**config.mk**
```make
export PLATFORM = sky130hd
export DESIGN_NAME = crc_clk1_ctrl
export DESIGN_NICKNAME = d
export VERILOG_FILES = /design/src/rtl/crc_pkg.sv /design/src/rtl/crc_clk1_ctrl_sync.sv /design/src/rtl/crc_clk1_ctrl.sv
export SDC_FILE = /design/constraint.sdc
export NUM_CORES = 1
export LEC_CHECK = 0
export CORE_ASPECT_RATIO = 1.1
export CORE_MARGIN = 5
export CORE_UTILIZATION = 36
export DETAILED_ROUTE_END_ITERATION = 7
export GPL_TIMING_DRIVEN = 1
export PLACE_DENSITY = 0.76
export SYNTH_ARGS = -nofsm -noshare
export SYNTH_HDL_FRONTEND = slang
export SYNTH_HIERARCHICAL = 1
export SYNTH_SLANG_ARGS = --single-unit
```
**constraint.sdc**
```tcl
create_clock -name clk_1 -period 4.1 [get_ports clk_1]
set_input_delay 1.025 -clock clk_1 [delete_from_list [all_inputs] [get_ports clk_1]]
set_output_delay 1.025 -clock clk_1 [all_outputs]
set_load 0.01 [all_outputs]
```
**src/rtl/crc_pkg.sv**
```systemverilog
// Shared definitions for the dual-clock CRC engine: widths, field encodings,
// FSM encoding and the per-polynomial iteration counts of the clk_2 compute block.
package crc_pkg;

    localparam int MSG_W = 60;

    localparam logic CRC_SEL_CRC8 = 1'b0;
    localparam logic CRC_SEL_CRC5 = 1'b1;

    localparam logic MODE_GEN = 1'b0;
    localparam logic MODE_CHK = 1'b1;

    localparam int CRC5_ITERS = 28;
    localparam int CRC8_ITERS = 26;

    typedef enum logic [0:0] {
        ST_IDLE     = 1'b0,
        ST_WAIT_ACK = 1'b1
    } ctrl_state_e;

    // A check-mode result is all ones on mismatch, so its LSB is the failure flag.
    function automatic logic chk_fail_f(input logic mode, input logic result_lsb);
        return (mode == MODE_CHK) & result_lsb;
    endfunction

endpackage

```
**src/rtl/crc_clk1_ctrl_sync.sv**
```systemverilog
// Level synchroniser for an asynchronous toggle; depth set by STAGES (>= 2).
module cdc_sync2 #(
    parameter int STAGES = 2
) (
    input  logic clk,
    input  logic rst_n,
    input  logic srst,
    input  logic d,
    output logic q
);

    logic [STAGES-1:0] sync_r;

    // Shift the asynchronous level through the flop chain.
    always_ff @(posedge clk or negedge rst_n) begin
        if (!rst_n) begin
            sync_r <= {STAGES{1'b0}};
        end else if (srst) begin
            sync_r <= {STAGES{1'b0}};
        end else begin
            sync_r <= {sync_r[STAGES-2:0], d};
        end
    end

    assign q = sync_r[STAGES-1];

endmodule

```
**src/rtl/crc_clk1_ctrl.sv**
```systemverilog
// clk_1 front end of the dual-clock CRC engine: accepts one job at a time,
// launches it with a toggle request and returns the clk_2 result as a strobe.
module crc_clk1_ctrl
    import crc_pkg::*;
#(
    parameter int MSG_W       = crc_pkg::MSG_W,
    parameter int SYNC_STAGES = 2
) (
    input  logic             clk_1,
    input  logic             rst,
    input  logic             in_valid,
    input  logic [MSG_W-1:0] in_message,
    input  logic             in_CRC,
    input  logic             in_mode,
    output logic             in_ready,
    output logic [MSG_W-1:0] clk1_message,
    output logic             clk1_CRC,
    output logic             clk1_mode,
    output logic             clk1_flag,
    input  logic [MSG_W-1:0] clk2_out,
    input  logic             clk2_flag,
    output logic             out_valid,
    output logic [MSG_W-1:0] out_data,
    output logic             out_chk_fail,
    output logic             drop_pulse
);

    ctrl_state_e state_r;
    ctrl_state_e state_nxt_s;
    logic        rst_n_s;
    logic        ack_lvl_s;
    logic        accept_s;
    logic        done_s;
    logic        drop_s;

    assign rst_n_s = ~rst;

    cdc_sync2 #(
        .STAGES (SYNC_STAGES)
    ) u_ack_sync (
        .clk   (clk_1),
        .rst_n (rst_n_s),
        .srst  (1'b0),
        .d     (clk2_flag),
        .q     (ack_lvl_s)
    );

    // Next-state and event decode; completion is a level-parity match, not an edge.
    always_comb begin
        state_nxt_s = state_r;
        accept_s    = 1'b0;
        done_s      = 1'b0;
        drop_s      = 1'b0;
        case (state_r)
            ST_IDLE: begin
                if (in_valid) begin
                    accept_s    = 1'b1;
                    state_nxt_s = ST_WAIT_ACK;
                end else begin
                    state_nxt_s = ST_IDLE;
                end
            end
            ST_WAIT_ACK: begin
                if (ack_lvl_s == clk1_flag) begin
                    done_s      = 1'b1;
                    state_nxt_s = ST_IDLE;
                end else begin
                    state_nxt_s = ST_WAIT_ACK;
                end
                if (in_valid) begin
                    drop_s = 1'b1;
                end else begin
                    drop_s = 1'b0;
                end
            end
            default: begin
                state_nxt_s = ST_IDLE;
            end
        endcase
    end

    assign in_ready = (state_r == ST_IDLE);

    // FSM state register.
    always_ff @(posedge clk_1 or posedge rst) begin
        if (rst) begin
            state_r <= ST_IDLE;
        end else begin
            state_r <= state_nxt_s;
        end
    end

    // Job registers and request toggle; held untouched until the next accept.
    always_ff @(posedge clk_1 or posedge rst) begin
        if (rst) begin
            clk1_message <= {MSG_W{1'b0}};
            clk1_CRC     <= 1'b0;
            clk1_mode    <= 1'b0;
            clk1_flag    <= 1'b0;
        end else if (accept_s) begin
            clk1_message <= in_message;
            clk1_CRC     <= in_CRC;
            clk1_mode    <= in_mode;
            clk1_flag    <= ~clk1_flag;
        end
    end

    // Result capture and one-cycle strobes.
    always_ff @(posedge clk_1 or posedge rst) begin
        if (rst) begin
            out_valid    <= 1'b0;
            out_data     <= {MSG_W{1'b0}};
            out_chk_fail <= 1'b0;
            drop_pulse   <= 1'b0;
        end else begin
            out_valid  <= done_s;
            drop_pulse <= drop_s;
            if (done_s) begin
                out_data     <= clk2_out;
                out_chk_fail <= chk_fail_f(clk1_mode, clk2_out[0]);
            end
        end
    end

endmodule

```
==> metrics.json, run 1 <==
{
  "outcome": {"value": "finished, final reports clean"},
  "critical_path_class": {"value": "input port to flop"},
  "critical_path_required": {"value": 4380, "unit": "ps"},
  "setup_viol": {"value": 0},
  "clockBufferDepth": {"value": 2},
  "htree_depth": {"value": 4},
  "critical_path.top_delay_family": {"value": "buffers and inverters"},
  "number_of_max_slew_violations_in_the_final_report": {"value": 0},
  "fp.dieArea": {"value": 16500, "unit": "um^2"},
  "final_hold_violation_count": {"value": 0},
  "num_antenna_cells": {"value": 0},
  "ys_ff_latch": {"value": 129},
  "cts_hold_repair.buffers": {"value": 0},
  "rsz0062_at_grt": {"value": "false"},
  "clock_sinks": {"value": 129},
  "synth.yosys.seq_area_share": {"value": 64.0, "unit": "%"},
  "synth_compound_gate_area_share": {"value": 0.149, "unit": "%"},
  "io_pins": {"value": 253},
  "die_width": {"value": 123, "unit": "um"},
  "synth_top_family_by_area": {"value": "multiplexers"},
  "syn_warnings": {"value": 6},
  "drtPass1Iterations": {"value": 4},
  "power_density_normalized_to_cell_area": {"value": 845, "unit": "nW/um^2"},
  "grt_util_all_layers": {"value": 16.2, "unit": "%"},
  "cp-end-kind": {"value": "flop"},
  "post_cts_resized": {"value": 0},
  "fin_crit_sh": {"value": 65.4, "unit": "%"},
  "num_vias": {"value": 3315},
  "postCtsSetupRepairBufs": {"value": 0},
  "tightestPinTransition": {"value": 919, "unit": "ps"},
  "design.final.nets": {"value": 669},
  "yosysTopAreaCell": {"value": "sky130_fd_sc_hd__dfrtp_1"},
  "cp_num_buf_inv": {"value": 2},
  "timing.critical_path.slowest_cell_delay": {"value": 610, "unit": "ps"},
  "timing.reg2reg.worst_path_depth": {"value": 4},
  "clock-root-buffer": {"value": "sky130_fd_sc_hd__clkbuf_16"},
  "detail_route.wl_per_cell": {"value": 17.8, "unit": "um"},
  "cts_buffers": {"value": 17},
  "fin_crit": {"value": 2680, "unit": "ps"},
  "crit_chain": {"value": "clkdlybuf4s50_1 -> nor2b_4 -> buf_4 -> mux2_2"},
  "finalWirelength": {"value": 13200, "unit": "um"},
  "worst_setup_hold_path_clk_slew": {"value": 50, "unit": "ps"},
  "hold_path.class": {"value": "flop to flop"},
  "grt.overflow.total": {"value": 0},
  "power.leakage": {"value": 0.00364, "unit": "uW"},
  "clk-insertion-delay-late": {"value": 410, "unit": "ps"},
  "dieHeight": {"value": 134, "unit": "um"},
  "synth.mux.area_fraction": {"value": 31.7, "unit": "%"},
  "area_delta_synth_final": {"value": 65.7, "unit": "%"},
  "tritoncts_clock_tree": {"value": "done"},
  "fillers": {"value": 1076},
  "place.port_buffers": {"value": 252},
  "yosys.area_share.xor_xnor": {"value": 0.347, "unit": "%"},
  "drv.max_cap_violation_count": {"value": 0},
  "yosys-top-cells-area": {"value": "sky130_fd_sc_hd__dfrtp_1 (64%), sky130_fd_sc_hd__mux2_4 (17%), sky130_fd_sc_hd__mux2_2 (15%)"},
  "synth_cells": {"value": 279},
  "global_route_wire_length_before_repair": {"value": 20200, "unit": "um"},
  "start_kind": {"value": "input port"},
  "initial_cell_density_of_the_core": {"value": 36.6, "unit": "%"},
  "arrival": {"value": 2960, "unit": "ps"},
  "placementRows": {"value": 45},
  "ir_drop": {"value": 0.000389, "unit": "V"},
  "core-area": {"value": 13800, "unit": "um^2"},
  "critical_path.max_fanout": {"value": 25},
  "first_global_vias": {"value": 3746},
  "dpl_worst_slack": {"value": 1000, "unit": "ps"},
  "critPathSlowestCell": {"value": "sky130_fd_sc_hd__nor2b_4"},
  "grt_start_max_net_pins": {"value": 59},
  "antenna_found_initial": {"value": 0},
  "post_synth_fa_ha_maj_area_fraction": {"value": 0, "unit": "%"},
  "synth_simple_gate_area_share": {"value": 0.695, "unit": "%"},
  "fmax": {"value": 373, "unit": "MHz"},
  "mappedNetlistArea": {"value": 5040, "unit": "um^2"},
  "cp.depth": {"value": 4},
  "setup-tns-final": {"value": 0, "unit": "ps"},
  "maxSlewHeadroom": {"value": 38.6, "unit": "%"},
  "post-dp-hpwl": {"value": 9970, "unit": "um"},
  "route.antenna.remaining_nets": {"value": 0},
  "place.gp.congestion": {"value": 0.741},
  "fin_skew": {"value": 4.74, "unit": "ps"},
  "drt_initial_violations": {"value": 117},
  "final_layout_size_suffix_gt1_share": {"value": 29.1, "unit": "%"},
  "post-route-worst-setup-slack": {"value": 1420, "unit": "ps"},
  "synth_area_per_cell": {"value": 18.1, "unit": "um^2"},
  "whs_path_depth": {"value": 1},
  "yosys.area.top_type_share": {"value": 64.0, "unit": "%"},
  "ys_types": {"value": 15},
  "detail_route.vias_per_cell": {"value": 4.46},
  "route.detailed.drc": {"value": 0}
}
worst paths after layout:
path / endpoint / start / slack [ps]
hold / removal: u_ack_sync/sync_r[1] / u_ack_sync/sync_r[0] / 470
hold reg to reg: u_ack_sync/sync_r[1] / u_ack_sync/sync_r[0] / 470
setup reg to reg: out_data[23] / clk1_flag / 1930
setup / recovery: clk1_message[57] / in_valid / 1420
max in group asynchronous: clk1_message[46] / rst / 2040
min in group asynchronous: out_data[45] / rst / 1150
through the flow:
| stage | total power [uW] | hold slack, ps | instances | cell area, um^2 | utilization (%) |
|---|---|---|---|---|---|
| final | 7060 | 472 | 744 | 8360 | 60.6 |
| after global routing | 7420 | 493 | 744 | 8360 | 60.6 |
| after CTS | 7170 | 481 | 744 | 8360 | 60.6 |
| after detailed placement | 5560 | 468 | 712 | 7730 | 56.1 |
| after global placement | 5480 | 448 | 712 | 7730 | 56.1 |
| after floorplan | 3910 | 439 | 280 | 5050 | - |
state kept, by name, summed over array words and instances (netlist names):
name and count:
clk1_CRC 1, clk1_flag 1, clk1_message 60, clk1_mode 1, drop_pulse 1, out_chk_fail 1
out_data 60, out_valid 1, state_r 1, u_ack_sync/sync_r 2
per-layer routing:
metal  share of wire [%]  vias up  GRT usage [%]
met3                 9.4       29           6.45
met4                 3.0        0           7.78
met2                  51      158           27.5
li1                    -     1497              -
met5                   0        -              0
met1                  37     1631           17.4
final cells by class:
type                            instances  area (um^2)  area share [%]
Clock buffer                           22          494            5.91
Clock inverter                         10          130            1.56
Inverter                                4         18.8           0.225
Multi-Input combinational cell        134         1680            20.1
Sequential cell                       129         3230            38.6
Tap cell                              188          235            2.81
Timing Repair Buffer                  257         2570            30.8
synthesized netlist by cell type, drive strengths merged:
library cell / count
conb: 1
nor2b: 3
dfrtp: 129
inv: 4
nand2: 2
o21a: 1
mux2: 122
buf: 13
xnor2: 1
mux2i: 1
and2: 1
xor2: 1
worst reg2reg max path, stage by stage (launching register included):
cell and delay, ps:
sky130_fd_sc_hd__dfrtp_1 410, sky130_fd_sc_hd__xnor2_1 170, sky130_fd_sc_hd__nand2_4 620, sky130_fd_sc_hd__buf_4 510, sky130_fd_sc_hd__mux2_4 340
kinds of logic after synthesis:
kind of cell / after synthesis
DFF: 129
muxes: 123
buffers and inverters: 17
and+or+nand+nor: 6
xor gates and xnor gates: 2
AOI/OAI and AO/OA: 1
other: 1
layout by cell type (no fill, tap or decap), types with 3 or more instances in the layout:
cell type,n
sky130_fd_sc_hd__inv_1,3
sky130_fd_sc_hd__mux2_2,65
sky130_fd_sc_hd__mux2_4,57
sky130_fd_sc_hd__clkinv_2,5
sky130_fd_sc_hd__clkinvlp_4,3
sky130_fd_sc_hd__buf_4,4
sky130_fd_sc_hd__clkbuf_16,17
sky130_fd_sc_hd__bufinv_16,3
sky130_fd_sc_hd__clkdlybuf4s50_1,252
sky130_fd_sc_hd__clkbuf_8,5
sky130_fd_sc_hd__dfrtp_1,129
power breakdown:
part           internal, uW  leakage [uW]  switching [uW]  total, uW
Clock                  1030      0.000308             526       1560
Combinational          2100       0.00182            1130       3220
Sequential             1930       0.00151             357       2280
Total                  5050       0.00364            2010       7060
Power figures use the tool's default switching activity.
==> run 2, diff against run 1 <==
==> constraint.sdc (replaced) <==
create_clock -name clk_1 -period 2.35 [get_ports clk_1]
set_input_delay 0.5875 -clock clk_1 [delete_from_list [all_inputs] [get_ports clk_1]]
set_output_delay 0.5875 -clock clk_1 [all_outputs]
set_load 0.01 [all_outputs]
==> run 2 against run 1 <==
Power grew 73%. Largest cell class unchanged. Combinational power grew 76%. Clock power grew 63%. Sequential power grew 75%. Clock skew grew 3.0 ps. Critical path type is now flop to output pin. Clock-buffer cell count shrank 1. Die area is the same.
==> metrics.json, run 2 (same netlist as run 1, synthesis figures left out) <==
{
  "setup_viol": {"value": 0, "change": "unchanged"},
  "r2r-end": {"value": "out_data[27]", "change": "was out_data[23]"},
  "worst-r2r-setup-slack": {"value": 610, "unit": "ps", "change": "was 1930 ps"},
  "biggestRegsByFlops": {"value": "clk1_message: 60 flops, out_data: 60 flops, u_ack_sync/sync_r: 2 flops", "change": "unchanged"},
  "fin_crit": {"value": 2100, "unit": "ps"},
  "layout_common_cells": {"value": "sky130_fd_sc_hd__clkdlybuf4s50_1 (252), sky130_fd_sc_hd__dfrtp_1 (129), sky130_fd_sc_hd__mux2_2 (65)", "change": "unchanged"},
  "cp-end-kind": {"value": "output pin", "change": "was flop"},
  "io_pins": {"value": 253, "change": "unchanged"},
  "postCtsSetupRepairBufs": {"value": 0, "change": "unchanged"},
  "drv.max_cap_violation_count": {"value": 0, "change": "unchanged"},
  "power_density_normalized_to_cell_area": {"value": 1460, "unit": "nW/um^2", "change": "was 845 nW/um^2"},
  "critical_path.top_delay_family": {"value": "buffers and inverters", "change": "unchanged"},
  "initial_cell_density_of_the_core": {"value": 36.6, "unit": "%", "change": "unchanged"},
  "global_route_wire_length_before_repair": {"value": 20400, "unit": "um", "change": "was 20200 um"},
  "design.final.nets": {"value": 669, "change": "unchanged"},
  "dieHeight": {"value": 134, "unit": "um", "change": "unchanged"},
  "arrival": {"value": 1510, "unit": "ps", "change": "was 2960 ps"},
  "power.leakage": {"value": 0.00364, "unit": "uW", "change": "about the same"},
  "setup-tns-final": {"value": 0, "unit": "ps", "change": "unchanged"},
  "post-dp-hpwl": {"value": 9860, "unit": "um", "change": "was 9970 um"},
  "fin_skew": {"value": 7.73, "unit": "ps", "change": "was 4.74 ps"},
  "timing.reg2reg.worst_path_depth": {"value": 4, "change": "unchanged"},
  "final_hold_violation_count": {"value": 0, "change": "unchanged"},
  "whs_endpoint": {"value": "u_ack_sync/sync_r[1]", "change": "unchanged"},
  "rsz0062_at_grt": {"value": "false", "change": "unchanged"},
  "drtPass1Iterations": {"value": 5, "change": "was 4"},
  "num_antenna_cells": {"value": 0, "change": "unchanged"},
  "tritoncts_clock_tree": {"value": "done", "change": "unchanged"},
  "num_vias": {"value": 3268, "change": "was 3315"},
  "post_cts_resized": {"value": 0, "change": "unchanged"},
  "clk-insertion-delay-late": {"value": 410, "unit": "ps", "change": "about the same"},
  "finalWirelength": {"value": 13000, "unit": "um", "change": "was 13200 um"},
  "placementRows": {"value": 45, "change": "unchanged"},
  "fp.dieArea": {"value": 16500, "unit": "um^2", "change": "unchanged"},
  "htree_depth": {"value": 4, "change": "unchanged"},
  "core-area": {"value": 13800, "unit": "um^2", "change": "unchanged"},
  "clock_sinks": {"value": 129, "change": "unchanged"},
  "crit_chain": {"value": "inv_1 -> clkdlybuf4s50_1", "change": "was clkdlybuf4s50_1 -> nor2b_4 -> buf_4 -> mux2_2"},
  "place.detailed.instances": {"value": 712, "change": "unchanged"},
  "cts_buffers": {"value": 17, "change": "unchanged"},
  "fmax": {"value": 476, "unit": "MHz"},
  "grt_start_max_net_pins": {"value": 64, "change": "was 59"},
  "cp_num_buf_inv": {"value": 2, "change": "unchanged"},
  "antenna_found_initial": {"value": 0, "change": "unchanged"},
  "hold_path.class": {"value": "flop to flop", "change": "unchanged"},
  "dpl_worst_slack": {"value": 224, "unit": "ps", "change": "was 1000 ps"},
  "detail_route.vias_per_cell": {"value": 4.40, "change": "was 4.46"},
  "ir_drop": {"value": 0.000728, "unit": "V", "change": "was 0.000389 V"},
  "area_delta_synth_final": {"value": 65.8, "unit": "%", "change": "was 65.7%"},
  "route.antenna.remaining_nets": {"value": 0, "change": "unchanged"},
  "clock-root-buffer": {"value": "sky130_fd_sc_hd__clkbuf_16", "change": "unchanged"},
  "critPathSlowestCell": {"value": "sky130_fd_sc_hd__clkdlybuf4s50_1", "change": "was sky130_fd_sc_hd__nor2b_4"},
  "post-route-worst-setup-slack": {"value": 249, "unit": "ps", "change": "was 1420 ps"},
  "critical_r2r_launch": {"value": "clk1_flag", "change": "unchanged"},
  "grt_util_all_layers": {"value": 16.5, "unit": "%", "change": "was 16.2%"},
  "post-layout-total-power": {"value": 12200, "unit": "uW", "change": "was 7060 uW"},
  "worst_setup_hold_path_clk_slew": {"value": 60, "unit": "ps", "change": "was 50 ps"},
  "route.detailed.drc": {"value": 0, "change": "unchanged"},
  "first_global_vias": {"value": 3792, "change": "was 3746"},
  "final_layout_size_suffix_gt1_share": {"value": 28.8, "unit": "%", "change": "was 29.1%"},
  "critical_path_required": {"value": 1760, "unit": "ps", "change": "was 4380 ps"},
  "grt.overflow.total": {"value": 0, "change": "unchanged"},
  "finalNonFillerCells": {"value": 743, "change": "was 744"},
  "place.port_buffers": {"value": 252, "change": "unchanged"},
  "drt_initial_violations": {"value": 126, "change": "was 117"},
  "outcome": {"value": "finished, final reports clean", "change": "unchanged"},
  "clockBufferDepth": {"value": 2, "change": "unchanged"},
  "fin_crit_sh": {"value": 89.4, "unit": "%"},
  "timing.critical_path.slowest_cell_delay": {"value": 540, "unit": "ps", "change": "was 610 ps"},
  "layout_commonest_cell": {"value": "sky130_fd_sc_hd__clkdlybuf4s50_1", "change": "unchanged"},
  "place.gp.congestion": {"value": 0.726, "change": "was 0.741"},
  "holdCritStartpoint": {"value": "u_ack_sync/sync_r[0]", "change": "unchanged"},
  "whs_path_depth": {"value": 1, "change": "unchanged"},
  "critical_path.max_fanout": {"value": 5, "change": "was 25"},
  "critical_path_class": {"value": "flop to output pin", "change": "was input port to flop"},
  "detail_route.wl_per_cell": {"value": 17.5, "unit": "um", "change": "was 17.8 um"},
  "die_width": {"value": 123, "unit": "um", "change": "unchanged"},
  "number_of_max_slew_violations_in_the_final_report": {"value": 0, "change": "unchanged"},
  "cts_hold_repair.buffers": {"value": 0, "change": "unchanged"},
  "start_kind": {"value": "flop", "change": "was input port"}
}
## run 2: cell count changes in the layout (fill, tap and decap cells not counted), sizes merged
| cell | change |
|---|---|
| bufinv | -1 |
| clkbuf | -1 |
| inv | +1 |
## run 2: worst reg2reg max path: stages, from the launching register on
cell	delay [ps]
sky130_fd_sc_hd__dfrtp_1	410
sky130_fd_sc_hd__xnor2_1	260
sky130_fd_sc_hd__nand2_4	320
sky130_fd_sc_hd__buf_12	310
sky130_fd_sc_hd__mux2_4	330
## run 2: through the flow
stage / hold WS [ps] / cell area (um^2) / utilization (%)
CTS: 464 / 8360 / 60.6
floorplan: 439 / 5050 / -
global route: 468 / 8360 / 60.6
finish: 471 / 8360 / 60.6
detailed placement: 459 / 7780 / 56.4
global placement: 450 / 7780 / 56.4
## run 2: power by group
part | switching [uW] | internal, uW
clock network | 922 | 1630
registers | 630 | 3360
logic | 1980 | 3700
total | 3530 | 8690
## run 2: routing by layer
layer / up-vias / GRT usage [%] / part of all wire, %
met5: - / 0 / 0
li1: 1492 / - / -
met3: 27 / 8.22 / 10
met1: 1582 / 17.9 / 36
met4: 0 / 7.03 / 3.1
met2: 167 / 27.1 / 51
## run 2: worst max-delay path by stage
| stage | startpoint | end | slack, ps | cells past startpoint |
|---|---|---|---|---|
| floorplan | rst | clk1_CRC | 170 | 1 |
| global placement | in_valid | clk1_message[9] | 260 | 4 |
| detailed placement | in_valid | clk1_message[59] | 220 | 4 |
| CTS | state_r | in_ready | 210 | 2 |
| global route | state_r | in_ready | 190 | 2 |
| finish | state_r | in_ready | 250 | 2 |
## run 2: layout make-up
cell class	count	area [um^2]
Timing Repair Buffer	257	2620
Sequential cell	129	3230
Clock buffer	21	470
Clock inverter	10	109
Multi-Input combinational cell	134	1680
Inverter	4	18.8
Fill cell	1074	5430
Tap cell	188	235
==> run 3, diff against run 2 <==
--- a/config.mk
+++ b/config.mk
@@ -13,5 +13,4 @@
 export PLACE_DENSITY = 0.76
 export SYNTH_ARGS = -nofsm -noshare
 export SYNTH_HDL_FRONTEND = slang
-export SYNTH_HIERARCHICAL = 1
 export SYNTH_SLANG_ARGS = --single-unit
==> run 3 against run 2 <==
Synthesized cell count fell by 1.1%. Register-to-register slack improved by 160 ps. Largest cell class unchanged. Largest power group unchanged. Clock-buffer cell count did not move. Sequential power barely moved. First-iteration DRC count fell by 19%. Sequential share of layout area fell by 0.14 points.
==> metrics.json, run 3 <==
{
  "fmax": {"value": 485, "unit": "MHz", "change": "was 476 MHz"},
  "clockPowerShare": {"value": 22.1, "unit": "%", "change": "was 20.9%"},
  "cts_hold_repair.buffers": {"value": 0, "change": "unchanged"},
  "fin_crit_sh": {"value": 87.7, "unit": "%", "change": "was 89.4%"},
  "synth.yosys.seq_area_share": {"value": 64.5, "unit": "%", "change": "was 64.0%"},
  "ys_async_sr_fraction": {"value": 100, "unit": "%", "change": "unchanged"},
  "outcome": {"value": "finished, final reports clean", "change": "unchanged"},
  "tritoncts_clock_tree": {"value": "done", "change": "unchanged"},
  "area_delta_synth_final": {"value": 67.7, "unit": "%", "change": "was 65.8%"},
  "core-area": {"value": 13700, "unit": "um^2", "change": "was 13800 um^2"},
  "worst_setup_hold_path_clk_slew": {"value": 60, "unit": "ps", "change": "about the same"},
  "post-route-cell-area": {"value": 8390, "unit": "um^2", "change": "was 8360 um^2"},
  "yosysTopAreaCell": {"value": "sky130_fd_sc_hd__dfrtp_1", "change": "unchanged"},
  "mappedNetlistArea": {"value": 5000, "unit": "um^2", "change": "was 5040 um^2"},
  "critical_path.max_fanout": {"value": 5, "change": "unchanged"},
  "drtPass1Iterations": {"value": 4, "change": "was 5"},
  "synth.net_count": {"value": 402},
  "yosys-top-cells-area": {"value": "sky130_fd_sc_hd__dfrtp_1 (65%), sky130_fd_sc_hd__mux2_4 (17%), sky130_fd_sc_hd__mux2_2 (15%)", "change": "was sky130_fd_sc_hd__dfrtp_1 (64%), sky130_fd_sc_hd__mux2_4 (17%), sky130_fd_sc_hd__mux2_2 (15%)"},
  "post_synth_edffs": {"value": 0, "change": "unchanged"},
  "power.share.switching": {"value": 29.0, "unit": "%", "change": "was 28.9%"},
  "finalWirelength": {"value": 13300, "unit": "um", "change": "was 13000 um"},
  "synth_area_per_cell": {"value": 18.1, "unit": "um^2", "change": "about the same"},
  "syn_warnings": {"value": 0, "change": "was 6"},
  "place.gp.congestion": {"value": 0.723, "change": "was 0.726"},
  "final_layout_size_suffix_gt1_share": {"value": 29.3, "unit": "%", "change": "was 28.8%"},
  "route.antenna.remaining_nets": {"value": 0, "change": "unchanged"},
  "detail_route.wl_per_cell": {"value": 18.0, "unit": "um", "change": "was 17.5 um"},
  "route.detailed.drc": {"value": 0, "change": "unchanged"},
  "net-switching-power": {"value": 3610, "unit": "uW", "change": "was 3530 uW"},
  "hold_path.class": {"value": "flop to flop", "change": "unchanged"},
  "start_kind": {"value": "flop", "change": "unchanged"},
  "finish.utilization": {"value": 61.1, "unit": "%", "change": "was 60.6%"},
  "design.final.nets": {"value": 666, "change": "was 669"},
  "tightestPinTransition": {"value": 395, "unit": "ps"},
  "fp.dieArea": {"value": 16400, "unit": "um^2", "change": "was 16500 um^2"},
  "detail_route.vias_per_cell": {"value": 4.46, "change": "was 4.40"},
  "dieHeight": {"value": 134, "unit": "um", "change": "about the same"},
  "critical_path_class": {"value": "flop to output pin", "change": "unchanged"},
  "placementRows": {"value": 45, "change": "unchanged"},
  "layout_commonest_cell": {"value": "sky130_fd_sc_hd__clkdlybuf4s50_1", "change": "unchanged"},
  "fin_crit": {"value": 2060, "unit": "ps", "change": "was 2100 ps"},
  "die_width": {"value": 122, "unit": "um", "change": "was 123 um"},
  "post-dp-hpwl": {"value": 10000, "unit": "um", "change": "was 9860 um"},
  "htree_depth": {"value": 4, "change": "unchanged"},
  "io_pins": {"value": 253, "change": "unchanged"},
  "ir_drop": {"value": 0.000668, "unit": "V", "change": "was 0.000728 V"},
  "grt_start_max_net_pins": {"value": 72, "change": "was 64"},
  "clock_sinks": {"value": 129, "change": "unchanged"},
  "clockBufferDepth": {"value": 2, "change": "unchanged"},
  "comb_power_share": {"value": 45.8, "unit": "%", "change": "was 46.4%"},
  "postCtsSetupRepairBufs": {"value": 0, "change": "unchanged"},
  "placed_area": {"value": 7770, "unit": "um^2", "change": "was 7780 um^2"},
  "arrival": {"value": 1470, "unit": "ps", "change": "was 1510 ps"},
  "cp-end-kind": {"value": "output pin", "change": "unchanged"},
  "ys.flop_type": {"value": "sky130_fd_sc_hd__dfrtp_1", "change": "unchanged"},
  "ys_types": {"value": 15, "change": "unchanged"},
  "power_density_normalized_to_cell_area": {"value": 1480, "unit": "nW/um^2", "change": "was 1460 nW/um^2"},
  "final_hold_violation_count": {"value": 0, "change": "unchanged"},
  "cellInternalPower": {"value": 8830, "unit": "uW", "change": "was 8690 uW"},
  "synth_most_common_cell": {"value": "sky130_fd_sc_hd__dfrtp_1", "change": "unchanged"},
  "post-layout-total-power": {"value": 12400, "unit": "uW", "change": "was 12200 uW"},
  "maxSlewHeadroom": {"value": 73.7, "unit": "%"},
  "power.leakage": {"value": 0.00364, "unit": "uW", "change": "about the same"},
  "setup-tns-final": {"value": 0, "unit": "ps", "change": "unchanged"},
  "clk-insertion-delay-late": {"value": 400, "unit": "ps", "change": "was 410 ps"},
  "clock-root-buffer": {"value": "sky130_fd_sc_hd__clkbuf_16", "change": "unchanged"},
  "grt_util_all_layers": {"value": 16.6, "unit": "%", "change": "was 16.5%"},
  "global_route_wire_length_before_repair": {"value": 20700, "unit": "um", "change": "was 20400 um"},
  "biggestRegsByFlops": {"value": "clk1_message: 60 flops, out_data: 60 flops, u_ack_sync.sync_r: 2 flops", "change": "was clk1_message: 60 flops, out_data: 60 flops, u_ack_sync/sync_r: 2 flops"},
  "drv.max_cap_violation_count": {"value": 0, "change": "unchanged"},
  "place.port_buffers": {"value": 252, "change": "unchanged"},
  "critical_path_required": {"value": 1760, "unit": "ps", "change": "about the same"},
  "ys_ff_latch": {"value": 129, "change": "unchanged"},
  "setup_viol": {"value": 0, "change": "unchanged"},
  "fin_skew": {"value": 7.73, "unit": "ps", "change": "about the same"},
  "layout_common_cells": {"value": "sky130_fd_sc_hd__clkdlybuf4s50_1 (252), sky130_fd_sc_hd__dfrtp_1 (129), sky130_fd_sc_hd__mux2_2 (65)", "change": "unchanged"},
  "antenna_found_initial": {"value": 0, "change": "unchanged"},
  "grt.overflow.total": {"value": 0, "change": "unchanged"},
  "post_cts_resized": {"value": 0, "change": "unchanged"},
  "drt_initial_violations": {"value": 102, "change": "was 126"},
  "rsz0062_at_grt": {"value": "false", "change": "unchanged"},
  "cts_buffers": {"value": 17, "change": "unchanged"},
  "p_seq_share": {"value": 32.1, "unit": "%", "change": "was 32.7%"},
  "yosys.area.top_type_share": {"value": 64.5, "unit": "%", "change": "was 64.0%"},
  "synthTopCellsByCount": {"value": "sky130_fd_sc_hd__dfrtp_1 (129), sky130_fd_sc_hd__mux2_2 (65), sky130_fd_sc_hd__mux2_4 (57), sky130_fd_sc_hd__buf_6 (6), sky130_fd_sc_hd__buf_4 (5)", "change": "was sky130_fd_sc_hd__dfrtp_1 (129), sky130_fd_sc_hd__mux2_2 (65), sky130_fd_sc_hd__mux2_4 (57), sky130_fd_sc_hd__buf_6 (11), sky130_fd_sc_hd__inv_1 (4)"},
  "initial_cell_density_of_the_core": {"value": 36.4, "unit": "%", "change": "was 36.6%"},
  "number_of_max_slew_violations_in_the_final_report": {"value": 0, "change": "unchanged"},
  "num_antenna_cells": {"value": 0, "change": "unchanged"},
  "num_vias": {"value": 3302, "change": "was 3268"},
  "first_global_vias": {"value": 3748, "change": "was 3792"},
  "synth_cells": {"value": 276, "change": "was 279"}
}
[run 3: cells by family (layout without fill, tap and decap cells)]
| family | Yosys count | count (layout) | synth area share (%) |
|---|---|---|---|
| DFF | 129 | 129 | 64.5 |
| buffers and inverters | 17 | 294 | 2.60 |
| muxes | 123 | 123 | 31.9 |
| xor gates and xnor gates | 2 | 2 | 0.350 |
| AOI/OAI and AO/OA | 1 | 1 | 0.150 |
| and+or+nand+nor | 4 | 4 | 0.450 |
[run 3: path summary, 6_finish.rpt]
| kind | start | endpoint | cells after the start | slack (ps) |
|---|---|---|---|---|
| setup / recovery | state_r | in_ready | 2 | 290 |
| hold / removal | u_ack_sync.sync_r[0] | u_ack_sync.sync_r[1] | 0 | 360 |
| setup reg to reg | clk1_flag | out_data[44] | 4 | 770 |
| hold reg to reg | u_ack_sync.sync_r[0] | u_ack_sync.sync_r[1] | 0 | 360 |
| max in group asynchronous | rst | out_data[47] | 3 | 1340 |
| min in group asynchronous | rst | out_data[40] | 3 | 670 |
[run 3: power groups by stage]
stage	Combinational, uW	Sequential (uW)	Clock [uW]
after detailed placement	5790	4010	0
after floorplan	2330	4480	0
after CTS	5800	4010	2810
after global routing	6010	4160	2910
after global placement	5660	3970	0
final	5700	4000	2740
[run 3: stage by stage]
step	worst slack [ps]	instances	hold slack, ps
5_1_grt	240	741	382
3_3_place_gp	305	709	331
3_5_place_dp	256	709	340
6_report	289	741	360
4_1_cts	257	741	361
2_1_floorplan	167	276	331
[run 3: cell type report]
type / count / area, um^2
timing repair buffer: 258 / 2630
tap: 188 / 235
multi-input combinational: 130 / 1660
inverter: 4 / 18.8
fill: 1102 / 5350
clock inverter: 11 / 153
clock buffer: 21 / 470
sequential: 129 / 3230
[run 3: metal layers]
layer / wire length (um) / global-route usage (%)
met5: 0 / 0
met4: 466 / 7.78
met3: 1100 / 5.61
met2: 6800 / 28.4
met1: 4980 / 18.3
[run 3: worst max-delay path, stage by stage, from the launching register on]
cell	delay (ps)
sky130_fd_sc_hd__dfrtp_1	460
sky130_fd_sc_hd__inv_1	80
sky130_fd_sc_hd__clkdlybuf4s50_1	530
